==> src/rtl/uart_pkg.sv <==
// uart_pkg: shared parity modes, receiver state encoding and bit-vote helper
package uart_pkg;

    localparam int PAR_NONE = 0;
    localparam int PAR_EVEN = 1;
    localparam int PAR_ODD  = 2;

    typedef enum logic [2:0] {
        S_IDLE,
        S_START,
        S_DATA,
        S_PARITY,
        S_STOP,
        S_DONE
    } rx_state_e;

    function automatic logic maj3(input logic [2:0] v);
        return (v[0] & v[1]) | (v[0] & v[2]) | (v[1] & v[2]);
    endfunction

endpackage

==> src/rtl/uart_rx_sync.sv <==
// uart_rx_sync: two-flop synchroniser for an idle-high asynchronous line
module uart_rx_sync (
    input  logic clk,
    input  logic reset,
    input  logic d,
    output logic q
);

    logic [1:0] sync_q;
    logic [1:0] sync_d;

    // shift the raw line through two stages
    always_comb sync_d = {sync_q[0], d};

    // stages reset to the idle level so no false start is seen after reset
    always_ff @(posedge clk) sync_q <= reset ? 2'b11 : sync_d;

    assign q = sync_q[1];

endmodule

==> src/rtl/uart_rx_param.sv <==
// uart_rx_param: oversampling UART receiver with majority vote, parity/framing/overrun flags
import uart_pkg::*;

module uart_rx_param #(
    parameter int DATA_BITS  = 8,
    parameter int OVERSAMPLE = 16,
    parameter int PARITY     = 1,
    parameter int STOP_BITS  = 1
) (
    input  logic                 clk,
    input  logic                 reset,
    input  logic                 sample_tick,
    input  logic                 uart_in,
    output logic [DATA_BITS-1:0] rx_data,
    output logic                 rx_valid,
    input  logic                 rx_ready,
    output logic                 parity_err,
    output logic                 frame_err,
    output logic                 overrun,
    output logic                 busy
);

    localparam int TW = $clog2(OVERSAMPLE);
    localparam logic [TW-1:0] HALF_M1 = TW'(OVERSAMPLE / 2 - 1);
    localparam logic [TW-1:0] FULL_M1 = TW'(OVERSAMPLE - 1);
    localparam logic [3:0]    DB_M1   = 4'(DATA_BITS - 1);
    localparam logic [3:0]    SB_M1   = 4'(STOP_BITS - 1);

    logic                 line_s;
    logic                 vote;
    rx_state_e            state_q, state_d;
    logic [TW-1:0]        tick_cnt_q, tick_cnt_d;
    logic [3:0]           cnt_q, cnt_d;
    logic [DATA_BITS-1:0] shreg_q, shreg_d;
    logic [2:0]           hist_q, hist_d;
    logic                 perr_int_q, perr_int_d;
    logic                 ferr_int_q, ferr_int_d;
    logic [DATA_BITS-1:0] rx_data_q, rx_data_d;
    logic                 rx_valid_q, rx_valid_d;
    logic                 parity_err_q, parity_err_d;
    logic                 frame_err_q, frame_err_d;
    logic                 overrun_q, overrun_d;

    uart_rx_sync u_sync (
        .clk   (clk),
        .reset (reset),
        .d     (uart_in),
        .q     (line_s)
    );

    assign vote = maj3(hist_q);

    // frame FSM: all sampling advances on sample_tick, DONE always leaves after one clk
    always_comb begin
        state_d    = state_q;
        tick_cnt_d = tick_cnt_q;
        cnt_d      = cnt_q;
        shreg_d    = shreg_q;
        hist_d     = hist_q;
        perr_int_d = perr_int_q;
        ferr_int_d = ferr_int_q;
        if (sample_tick) begin
            hist_d     = {hist_q[1:0], line_s};
            tick_cnt_d = tick_cnt_q + TW'(1);
            case (state_q)
                S_IDLE: begin
                    if (hist_q[0] && !line_s) begin
                        state_d    = S_START;
                        tick_cnt_d = '0;
                    end
                end
                S_START: begin
                    if (tick_cnt_q == HALF_M1) begin
                        state_d    = vote ? S_IDLE : S_DATA;
                        tick_cnt_d = '0;
                        cnt_d      = '0;
                        perr_int_d = 1'b0;
                        ferr_int_d = 1'b0;
                    end
                end
                S_DATA: begin
                    if (tick_cnt_q == FULL_M1) begin
                        tick_cnt_d = '0;
                        shreg_d    = {vote, shreg_q[DATA_BITS-1:1]};
                        cnt_d      = cnt_q + 4'd1;
                        if (cnt_q == DB_M1) begin
                            cnt_d   = '0;
                            state_d = (PARITY == PAR_NONE) ? S_STOP : S_PARITY;
                        end
                    end
                end
                S_PARITY: begin
                    if (tick_cnt_q == FULL_M1) begin
                        tick_cnt_d = '0;
                        perr_int_d = (^shreg_q) ^ vote ^ (PARITY == PAR_ODD);
                        state_d    = S_STOP;
                    end
                end
                S_STOP: begin
                    if (tick_cnt_q == FULL_M1) begin
                        tick_cnt_d = '0;
                        ferr_int_d = ferr_int_q | ~vote;
                        cnt_d      = cnt_q + 4'd1;
                        if (cnt_q == SB_M1) state_d = S_DONE;
                    end
                end
                default: ;
            endcase
        end
        if (state_q == S_DONE) state_d = S_IDLE;
    end

    // consumer handshake: deliver on DONE if the slot is free or being emptied, else flag overrun
    always_comb begin
        rx_data_d    = rx_data_q;
        parity_err_d = parity_err_q;
        frame_err_d  = frame_err_q;
        rx_valid_d   = rx_valid_q && !rx_ready;
        overrun_d    = 1'b0;
        if (state_q == S_DONE) begin
            if (!rx_valid_q || rx_ready) begin
                rx_data_d    = shreg_q;
                parity_err_d = perr_int_q;
                frame_err_d  = ferr_int_q;
                rx_valid_d   = 1'b1;
            end else begin
                overrun_d = 1'b1;
            end
        end
    end

    // state registers; reset discards any partial frame
    always_ff @(posedge clk) begin
        if (reset) begin
            state_q      <= S_IDLE;
            tick_cnt_q   <= '0;
            cnt_q        <= '0;
            shreg_q      <= '0;
            hist_q       <= 3'b111;
            perr_int_q   <= 1'b0;
            ferr_int_q   <= 1'b0;
            rx_data_q    <= '0;
            rx_valid_q   <= 1'b0;
            parity_err_q <= 1'b0;
            frame_err_q  <= 1'b0;
            overrun_q    <= 1'b0;
        end else begin
            state_q      <= state_d;
            tick_cnt_q   <= tick_cnt_d;
            cnt_q        <= cnt_d;
            shreg_q      <= shreg_d;
            hist_q       <= hist_d;
            perr_int_q   <= perr_int_d;
            ferr_int_q   <= ferr_int_d;
            rx_data_q    <= rx_data_d;
            rx_valid_q   <= rx_valid_d;
            parity_err_q <= parity_err_d;
            frame_err_q  <= frame_err_d;
            overrun_q    <= overrun_d;
        end
    end

    assign rx_data    = rx_data_q;
    assign rx_valid   = rx_valid_q;
    assign parity_err = parity_err_q;
    assign frame_err  = frame_err_q;
    assign overrun    = overrun_q;
    assign busy       = (state_q != S_IDLE);

endmodule
==> config.mk <==
export PLATFORM = sky130hd
export DESIGN_NAME = uart_rx_param
export DESIGN_NICKNAME = d
export VERILOG_FILES = /design/src/rtl/uart_pkg.sv /design/src/rtl/uart_rx_sync.sv /design/src/rtl/uart_rx_param.sv
export SDC_FILE = /design/constraint.sdc
export NUM_CORES = 1
export LEC_CHECK = 0
export CAP_MARGIN = 40
export CORE_UTILIZATION = 40
export CTS_CLUSTER_DIAMETER = 150
export CTS_CLUSTER_SIZE = 30
export DETAILED_ROUTE_END_ITERATION = 7
export HOLD_SLACK_MARGIN = 0.08
export PLACE_DENSITY = 0.56
export SLEW_MARGIN = 10
export SYNTH_ARGS = -nofsm -noshare
export SYNTH_HDL_FRONTEND = slang
export SYNTH_HIERARCHICAL = 1
export SYNTH_SLANG_ARGS = --single-unit
==> constraint.sdc <==
create_clock -name clk -period 1.74 [get_ports clk]
set_input_delay 0.174 -clock clk [delete_from_list [all_inputs] [get_ports clk]]
set_output_delay 0.174 -clock clk [all_outputs]
set_load 0.005 [all_outputs]
==> results by group, run 1 <==
Layout
  – Fillcell total: 374
  – Fin nets: 224
  – Most frequent cells in the layout: 35 x dfxtp_1, 24 x nor2_1, 22 x mux2i_1, 17 x clkdlybuf4s50_1, 11 x nand2_1
  – Area delta synth->final: 23.41%
  – Commonest non-fill, non-tap cell in the layout: dfxtp_1
  – Layout cell share with drive strength beyond 1: 13.82%
  – # diodes: 0

Timing
  – Fin. max-slew vios: 0
  – Final setup fails: 0
  – Final hold vios: 0
  – RSZ-0062 raised after global routing: no
  – Achievable Freq: 0.5968 GHz
  – Total negative setup slack: 0 ns
  – Final worst slack: 0.06449 ns
  – Slew headroom: 75.99%
  – Worst-margin pin slew: 0.3571 ns
  – Setup Skew: 0.008024 ns
  – Final period utilization: 96.29%
  – Minimum clock period: 1.676 ns

Flow run
  – Maxcap violations: 0

Drt
  – DRC viols: 1
  – Drt pass-1 iters: 6
  – Vias per inst: 5.104
  – ANT nets after route: 0
  – Drt total wl: 3.469 mm
  – Initial DRC Count: 106
  – DR WL/cell: 12.90 um
  – Detailed-route via count: 1373

Critical path
  – Crit. End Element: output pin
  – Crit start category: register
  – Worst-path maximum fanout: 5
  – Beginning of the critical path: state_q[1]
  – CP Data Required Time: 1.57 ns
  – R2r startpoint: tick_cnt_q[0]
  – WP data arrival: 1.50 ns
  – Worst Path Class, Setup: reg2out

Place
  – Detail Placement HPWL: 2.469 mm
  – Gpl congestion: 0.8073
  – Dpl ws: 0.05587 ns
  – IO buf count: 17

Logic synthesis
  – Yosys warns: 6
  – Syn Nets: 199
  – Flops & latches, synth: 38
  – Synthesized area: 0.001812 mm^2
  – Average cell area after synthesis: 9.486 um^2
  – Synthesized instance count: 191
  – Sequential cell area fraction in the yosys report: 41.99%
  – Synth cell types: 49

Clock tree
  – Clock latency on the worst-skew pair: 0.29 ns
  – Num Clock Sinks: 38
  – Root Driver: clkbuf_8
  – CTS tree: done
  – Hold_buf cts: 0
  – Clock Tree Buf Depth: 2
  – Clock transition at path regs: 0.07 ns
  – Inserted Clock Buffers: 5
  – H-tree depth: 2

Die
  – Initial Util: 41.61%
  – Die Width: 69.30 um
  – Area of the core: 0.004354 mm^2
  – Vert. Die Dim: 69.30 um
  – I/O pin count: 18
  – Die area: 0.004802 mm^2
  – FP Rows: 24

Power and ir drop
  – Peak VDD IR: 0.6478 mV
  – Power Dens Cells: 841.9 mW/mm^2
  – LEAKAGE: 0.7990 nW

Global route
  – Initial antenna violation count: 0
  – Largest net degree at the start of global routing: 26
  – Gr usage total: 15.36%
  – Grt ovf: 0
  – First-pass GRT wire length: 5.961 mm
  – Vias in the first global route: 1280

Outcome
  – Violated checks: DRC
  – Run status: complete, but fails checks

Hold path
  – Hold path start: u_sync/sync_q[0]
  – Hold crit path type: reg2reg
## layer usage
metal	global-route usage (%)	share of wire, %	wire, um
met5	0	0	0
met4	4.762	1.4	48
met3	4.070	3.7	127
met2	25.35	46	1588
met1	19.54	49	1705
## final timing paths
| kind | cells past startpoint | end | slack, ns |
|---|---|---|---|
| min | 1 | u_sync/sync_q[1] | 0.42 |
| min reg2reg | 1 | u_sync/sync_q[1] | 0.42 |
| max reg2reg | 5 | tick_cnt_q[0] | 0.11 |
| max | 2 | busy | 0.06 |
## worst max-delay path, cell delays in order (launching register included)
cell             delay [ns]
dfxtp_4                0.36
or3_4                  0.40
clkdlybuf4s50_1        0.45
## cells in the mapped netlist, drive strengths merged
| master | number | area share (%) |
|---|---|---|
| o311a | 1 | 0.55 |
| o221a | 1 | 0.62 |
| nand3b | 1 | 0.41 |
| mux2i | 22 | 12 |
| o31ai | 2 | 1.1 |
| or2b | 1 | 0.41 |
| buf | 5 | 3.1 |
| or3 | 1 | 0.35 |
| a31oi | 1 | 0.35 |
| o21ai | 8 | 2.2 |
| or2 | 3 | 1.0 |
| nor3b | 1 | 0.69 |
| a311oi | 1 | 0.48 |
| o311ai | 1 | 0.48 |
| nor4 | 1 | 0.35 |
| and3b | 1 | 0.48 |
| o31a | 1 | 0.48 |
| xnor3 | 1 | 1.2 |
| ha | 3 | 2.1 |
| nand3 | 8 | 2.2 |
| nor4b | 1 | 0.48 |
| a211oi | 1 | 0.41 |
| nand2b | 6 | 2.1 |
| nor2b | 4 | 1.4 |
| a21oi | 10 | 2.8 |
| and3 | 3 | 1.3 |
| nand2 | 12 | 2.9 |
| and4bb | 1 | 0.69 |
| xor2 | 2 | 0.97 |
| clkbuf | 3 | 0.62 |
| nand4b | 2 | 0.97 |
| xnor2 | 6 | 2.9 |
| o21a | 1 | 0.41 |
| nor2 | 24 | 5.0 |
| inv | 5 | 1.0 |
| nand4 | 1 | 0.35 |
| nor3 | 6 | 2.6 |
| a21o | 1 | 0.41 |
| dfxtp | 38 | 42 |
## timing repair
| item | in CTS | in global routing |
|---|---|---|
| gates resized for setup | 3 | 4 |
| buffers inserted | 0 | 2 |
| setup endpoints to repair | 1 | 11 |
## state kept, by name (all words and copies together), names as in the netlist
name and count:
state_q 3, parity_err 1, ferr_int_q 1, perr_int_q 1, shreg_q 8, u_sync/sync_q 2
frame_err 1, cnt_q 4, rx_data 8, hist_q 3, tick_cnt_q 4, rx_valid 1
overrun 1
## metrics by stage
step	util, %	hold slack [ns]	power (mW)	instance area (um^2)	cells
5_1_grt	51.35	0.4301	1.941	2236	269
3_5_place_dp	47.24	0.4021	0.9727	2057	259
2_1_floorplan	-	0.2711	0.9482	1812	191
3_3_place_gp	47.24	0.3913	0.9698	2057	259
4_1_cts	50.72	0.4206	1.895	2208	267
6_report	51.35	0.4177	1.882	2236	269
## cell type report
| type | instances | area [um^2] | share of cell area (%) |
|---|---|---|---|
| timing repair buffer | 26 | 262.8 | 11.75 |
| tap | 52 | 65.06 | 2.910 |
| sequential | 38 | 767.0 | 34.30 |
| clock inverter | 2 | 60.06 | 2.686 |
| inverter | 5 | 18.77 | 0.8394 |
| multi-input combinational | 140 | 979.7 | 43.82 |
| clock buffer | 6 | 82.58 | 3.693 |
## kinds of logic after synthesis
| family | after synthesis | share of synthesized area [%] |
|---|---|---|
| xor gates and xnor gates | 9 | 5.111 |
| and+or+nand+nor | 77 | 23.62 |
| DFF | 38 | 41.99 |
| adders and majority gates | 3 | 2.072 |
| buffers and inverters | 13 | 4.765 |
| muxes | 22 | 12.15 |
| AOI/OAI and AO/OA | 29 | 10.29 |
## where the power goes
group	switching [mW]	internal [mW]	leakage (nW)	total, mW
clock	0.317	0.612	0.0714	0.928
combinational	0.0390	0.0297	0.419	0.0687
sequential	0.00926	0.876	0.309	0.885
total	0.365	1.52	0.799	1.88
(Power assumes the default switching activity.)
==> inputs of run 2 (changes only) <==
--- a/config.mk
+++ b/config.mk
@@ -11,9 +11,8 @@
 export CTS_CLUSTER_SIZE = 30
 export DETAILED_ROUTE_END_ITERATION = 7
 export HOLD_SLACK_MARGIN = 0.08
-export PLACE_DENSITY = 0.56
+export PLACE_DENSITY = 0.67
 export SLEW_MARGIN = 10
 export SYNTH_ARGS = -nofsm -noshare
 export SYNTH_HDL_FRONTEND = slang
-export SYNTH_HIERARCHICAL = 1
 export SYNTH_SLANG_ARGS = --single-unit
==> constraint.sdc (replaced) <==
create_clock -name clk -period 1.74 [get_ports clk]
set_input_delay 0.348 -clock clk [delete_from_list [all_inputs] [get_ports clk]]
set_output_delay 0.348 -clock clk [all_outputs]
set_load 0.005 [all_outputs]
==> run 2 against run 1 <==
The flow now finishes without violations. Combinational power increased by 120%. Non-clock buffer count rose by 8. Hold slack got worse by 0.0071 ns. Register-to-register slack lost 0.11 ns. Final area up 1.2%. Sequential share of layout area decreased by 0.40 points. Global-route usage up 0.32 points. Critical path depth is 5 higher. Area after synthesis up 0.28%. Sequential power grew 1%. Clock power shrank 32%. Final cell count up 5.9%.
==> results by group, run 2 <==
Critical path
  – CP top delay family: simple AND/OR/NAND/NOR gates
  – Depth of the worst register-to-register path: 7 (+2)
  – CP Data Required Time: 1.97 ns (+0.40 ns)
  – CP dominant cell by count: or3b_1
  – CP max-delay cell: or3b_1
  – Crit start category: register
  – CP Cell Sequence: inv_2, ha_1, or3b_1, a22oi_2, nand4_1, or3b_1, a21oi_2
  – WP buf/inv: 1 (unchanged)
  – CP Depth: 7 (+5)
  – Worst Path Class, Setup: reg2reg
  – WP data arrival: 1.97 ns (+0.47 ns)
  – Critical Path Max Stage Delay: 0.38 ns (-0.07 ns)
  – Worst-path maximum fanout: 2 (-3)
  – Crit. End Element: register

Die
  – FP Rows: 24 (unchanged)
  – Vert. Die Dim: 69.40 um (+0.14%)
  – Initial Util: 41.72% (+0.11 points)
  – I/O pin count: 18 (unchanged)
  – Area of the core: 0.004354 mm^2 (unchanged)
  – Die area: 0.004816 mm^2 (+0.27%)
  – Die Width: 69.40 um (+0.14%)

Drt
  – Drt total wl: 3.452 mm (-0.49%)
  – Drt pass-1 iters: 4 (-2)
  – DR WL/cell: 12.11 um (-6.1%)
  – Initial DRC Count: 101 (-4.7%)
  – Detailed-route via count: 1456 (+6.0%)
  – DRC viols: 0 (-1)
  – ANT nets after route: 0 (unchanged)
  – Vias per inst: 5.109 (about the same)

Hold path
  – Hold depth: 1 (unchanged)
  – Hold crit path type: reg2reg

Logic synthesis
  – Asr flop ratio synth: 0% (unchanged)
  – Top cell type's share of synthesized area: 41.87% (-0.12 points)
  – Most used flip-flop cell after synthesis: dfxtp_1
  – Sequential cell area fraction in the yosys report: 41.87% (-0.12 points)
  – Commonest cells post-synth: 38 x dfxtp_1, 27 x nor2_1, 18 x mux2i_1
  – Flops & latches, synth: 38 (unchanged)
  – Most common cell in the netlist: dfxtp_1
  – Synthesized instance count: 205 (+7.3%)
  – Synthesized area: 0.001817 mm^2 (+0.28%)
  – Synth cell types: 38 (-22%)
  – Area leader, netlist: dfxtp_1
  – Average cell area after synthesis: 8.862 um^2 (-6.6%)
  – Synth top area cells: dfxtp_1 42%, mux2i_1 9.9%, nor2_1 5.6%, xnor2_1 3.4%, a21oi_1 3.3%
  – Syn Nets: 213 (+7.0%)
  – Number of synthesized flops with an enable pin: 0 (unchanged)
  – Yosys warns: 0 (-6)

Power and ir drop
  – LEAKAGE: 0.8089 nW (+1.2%)
  – Peak VDD IR: 0.4560 mV (-30%)
  – Power Dens Cells: 743.3 mW/mm^2 (-12%)

Timing
  – Minimum clock period: 1.740 ns (+0.06440 ns)
  – Final hold vios: 0 (unchanged)
  – Fin. max-slew vios: 0 (unchanged)
  – Final setup fails: 0 (unchanged)
  – Setup Skew: 0.008420 ns (+0.0003964 ns)
  – Final period utilization: 99.99% (+3.7 points)
  – Slew headroom: 74.28% (-1.7 points)
  – Achievable Freq: 0.5747 GHz (-3.7%)
  – Total negative setup slack: 0 ns (unchanged)
  – Final worst slack: 0.00009837 ns (-0.06440 ns)
  – Min Hold Slack: 0.4106 ns (-0.007095 ns)
  – Worst-margin pin slew: 0.3835 ns (+0.02640 ns)
  – RSZ-0062 raised after global routing: yes

Layout
  – Post-route design area: 0.002262 mm^2 (+1.2%)
  – # diodes: 0 (unchanged)
  – Most frequent cells in the layout: 35 x dfxtp_1, 26 x nor2_1, 18 x mux2i_1, 16 x clkdlybuf4s50_1, 14 x buf_4
  – Layout cell share with drive strength beyond 1: 16.31% (+2.5 points)
  – Fillcell total: 399 (+6.7%)
  – Commonest non-fill, non-tap cell in the layout: dfxtp_1
  – Area delta synth->final: 24.52%
  – Fin nets: 240 (+7.1%)

Clock tree
  – CTS tree: done
  – Root Driver: clkbuf_8
  – Inserted Clock Buffers: 5 (unchanged)
  – H-tree depth: 2 (unchanged)
  – Clock latency on the worst-skew pair: 0.30 ns (about the same)
  – Num Clock Sinks: 38 (unchanged)
  – Hold_buf cts: 0 (unchanged)
  – Clock transition at path regs: 0.07 ns (about the same)
  – Setup bufs post-CTS: 0 (unchanged)
  – Clock Tree Buf Depth: 2 (unchanged)

Global route
  – First-pass GRT wire length: 5.982 mm (+0.35%)
  – Gr usage total: 15.67% (+0.32 points)
  – Grt ovf: 0 (unchanged)
  – Initial antenna violation count: 0 (unchanged)
  – Largest net degree at the start of global routing: 40 (+54%)
  – Vias in the first global route: 1338 (+4.5%)

Place
  – Detail Placement HPWL: 2.393 mm (-3.1%)
  – Gpl congestion: 0.7843 (-2.8%)
  – IO buf count: 17 (unchanged)
  – Placed instance area: 0.002157 mm^2 (+4.9%)
  – Dpl ws: -0.08948 ns (-0.1453 ns)

Outcome
  – Run status: complete, no violations

Flow run
  – Maxcap violations: 0 (unchanged)
-- run 2: cell count changes after synthesis, sizes merged, moves of 3 or more --
cell / delta
nor2: +3
or3b: +3
a211o: +4
nor2b: +3
a31oi: +3
clkbuf: +5
nand3b: +4
a21oi: +3
nand2: -3
nor3: -3
mux2i: -4
-- run 2: what timing repair did --
action / in CTS / in global routing
setup endpoints to repair: 2 / 5
resized for setup: 6 / 2
pin swaps: 1 / 0
-- run 2: final timing paths --
path | startpoint | to | slack, ns
max | cnt_q[0] | state_q[1] | 0.0001
min | u_sync.sync_q[0] | u_sync.sync_q[1] | 0.41
max reg2reg | cnt_q[0] | state_q[1] | 0.0001
min reg2reg | u_sync.sync_q[0] | u_sync.sync_q[1] | 0.41
-- run 2: layout make-up --
| class | instances | area (um^2) | area share, % |
|---|---|---|---|
| timing repair buffer | 34 | 334.1 | 14.77 |
| multi-input combinational | 149 | 985.9 | 43.58 |
| inverter | 4 | 15.01 | 0.6637 |
| clock buffer | 6 | 82.58 | 3.650 |
| tap | 52 | 65.06 | 2.876 |
| clock inverter | 2 | 12.51 | 0.5531 |
| sequential | 38 | 767.0 | 33.90 |
-- run 2: logic make-up after synthesis --
kind of cell	Yosys count	synth area share, %
AOI/OAI and AO/OA	33	12.19
xor gates and xnor gates	9	4.339
adders and majority gates	4	2.824
buffers and inverters	18	4.132
DFF	38	41.87
muxes	18	9.917
and+or+nand+nor	85	24.73
-- run 2: stage by stage --
step / power, mW / utilization [%] / std cells
floorplan: 1.008 / - / 205
global placement: 1.070 / 49.54 / 277
detailed placement: 1.073 / 49.54 / 277
CTS: 1.711 / 51.84 / 285
global route: 1.767 / 51.95 / 285
finish: 1.681 / 51.95 / 285
-- run 2: routing by layer --
layer | GRT usage [%] | up-vias | part of all wire, %
li1 | - | 763 | -
met1 | 20.09 | 669 | 50
met2 | 23.62 | 19 | 45
met3 | 3.488 | 5 | 3.2
met4 | 10.20 | 0 | 2.0
met5 | 0 | - | 0
-- run 2: power breakdown --
| group | switching, mW | internal [mW] | leakage, nW |
|---|---|---|---|
| Combinational | 0.0747 | 0.0786 | 0.452 |
| Sequential | 0.0148 | 0.883 | 0.309 |
| Clock | 0.312 | 0.318 | 0.0472 |
| Total | 0.401 | 1.28 | 0.809 |
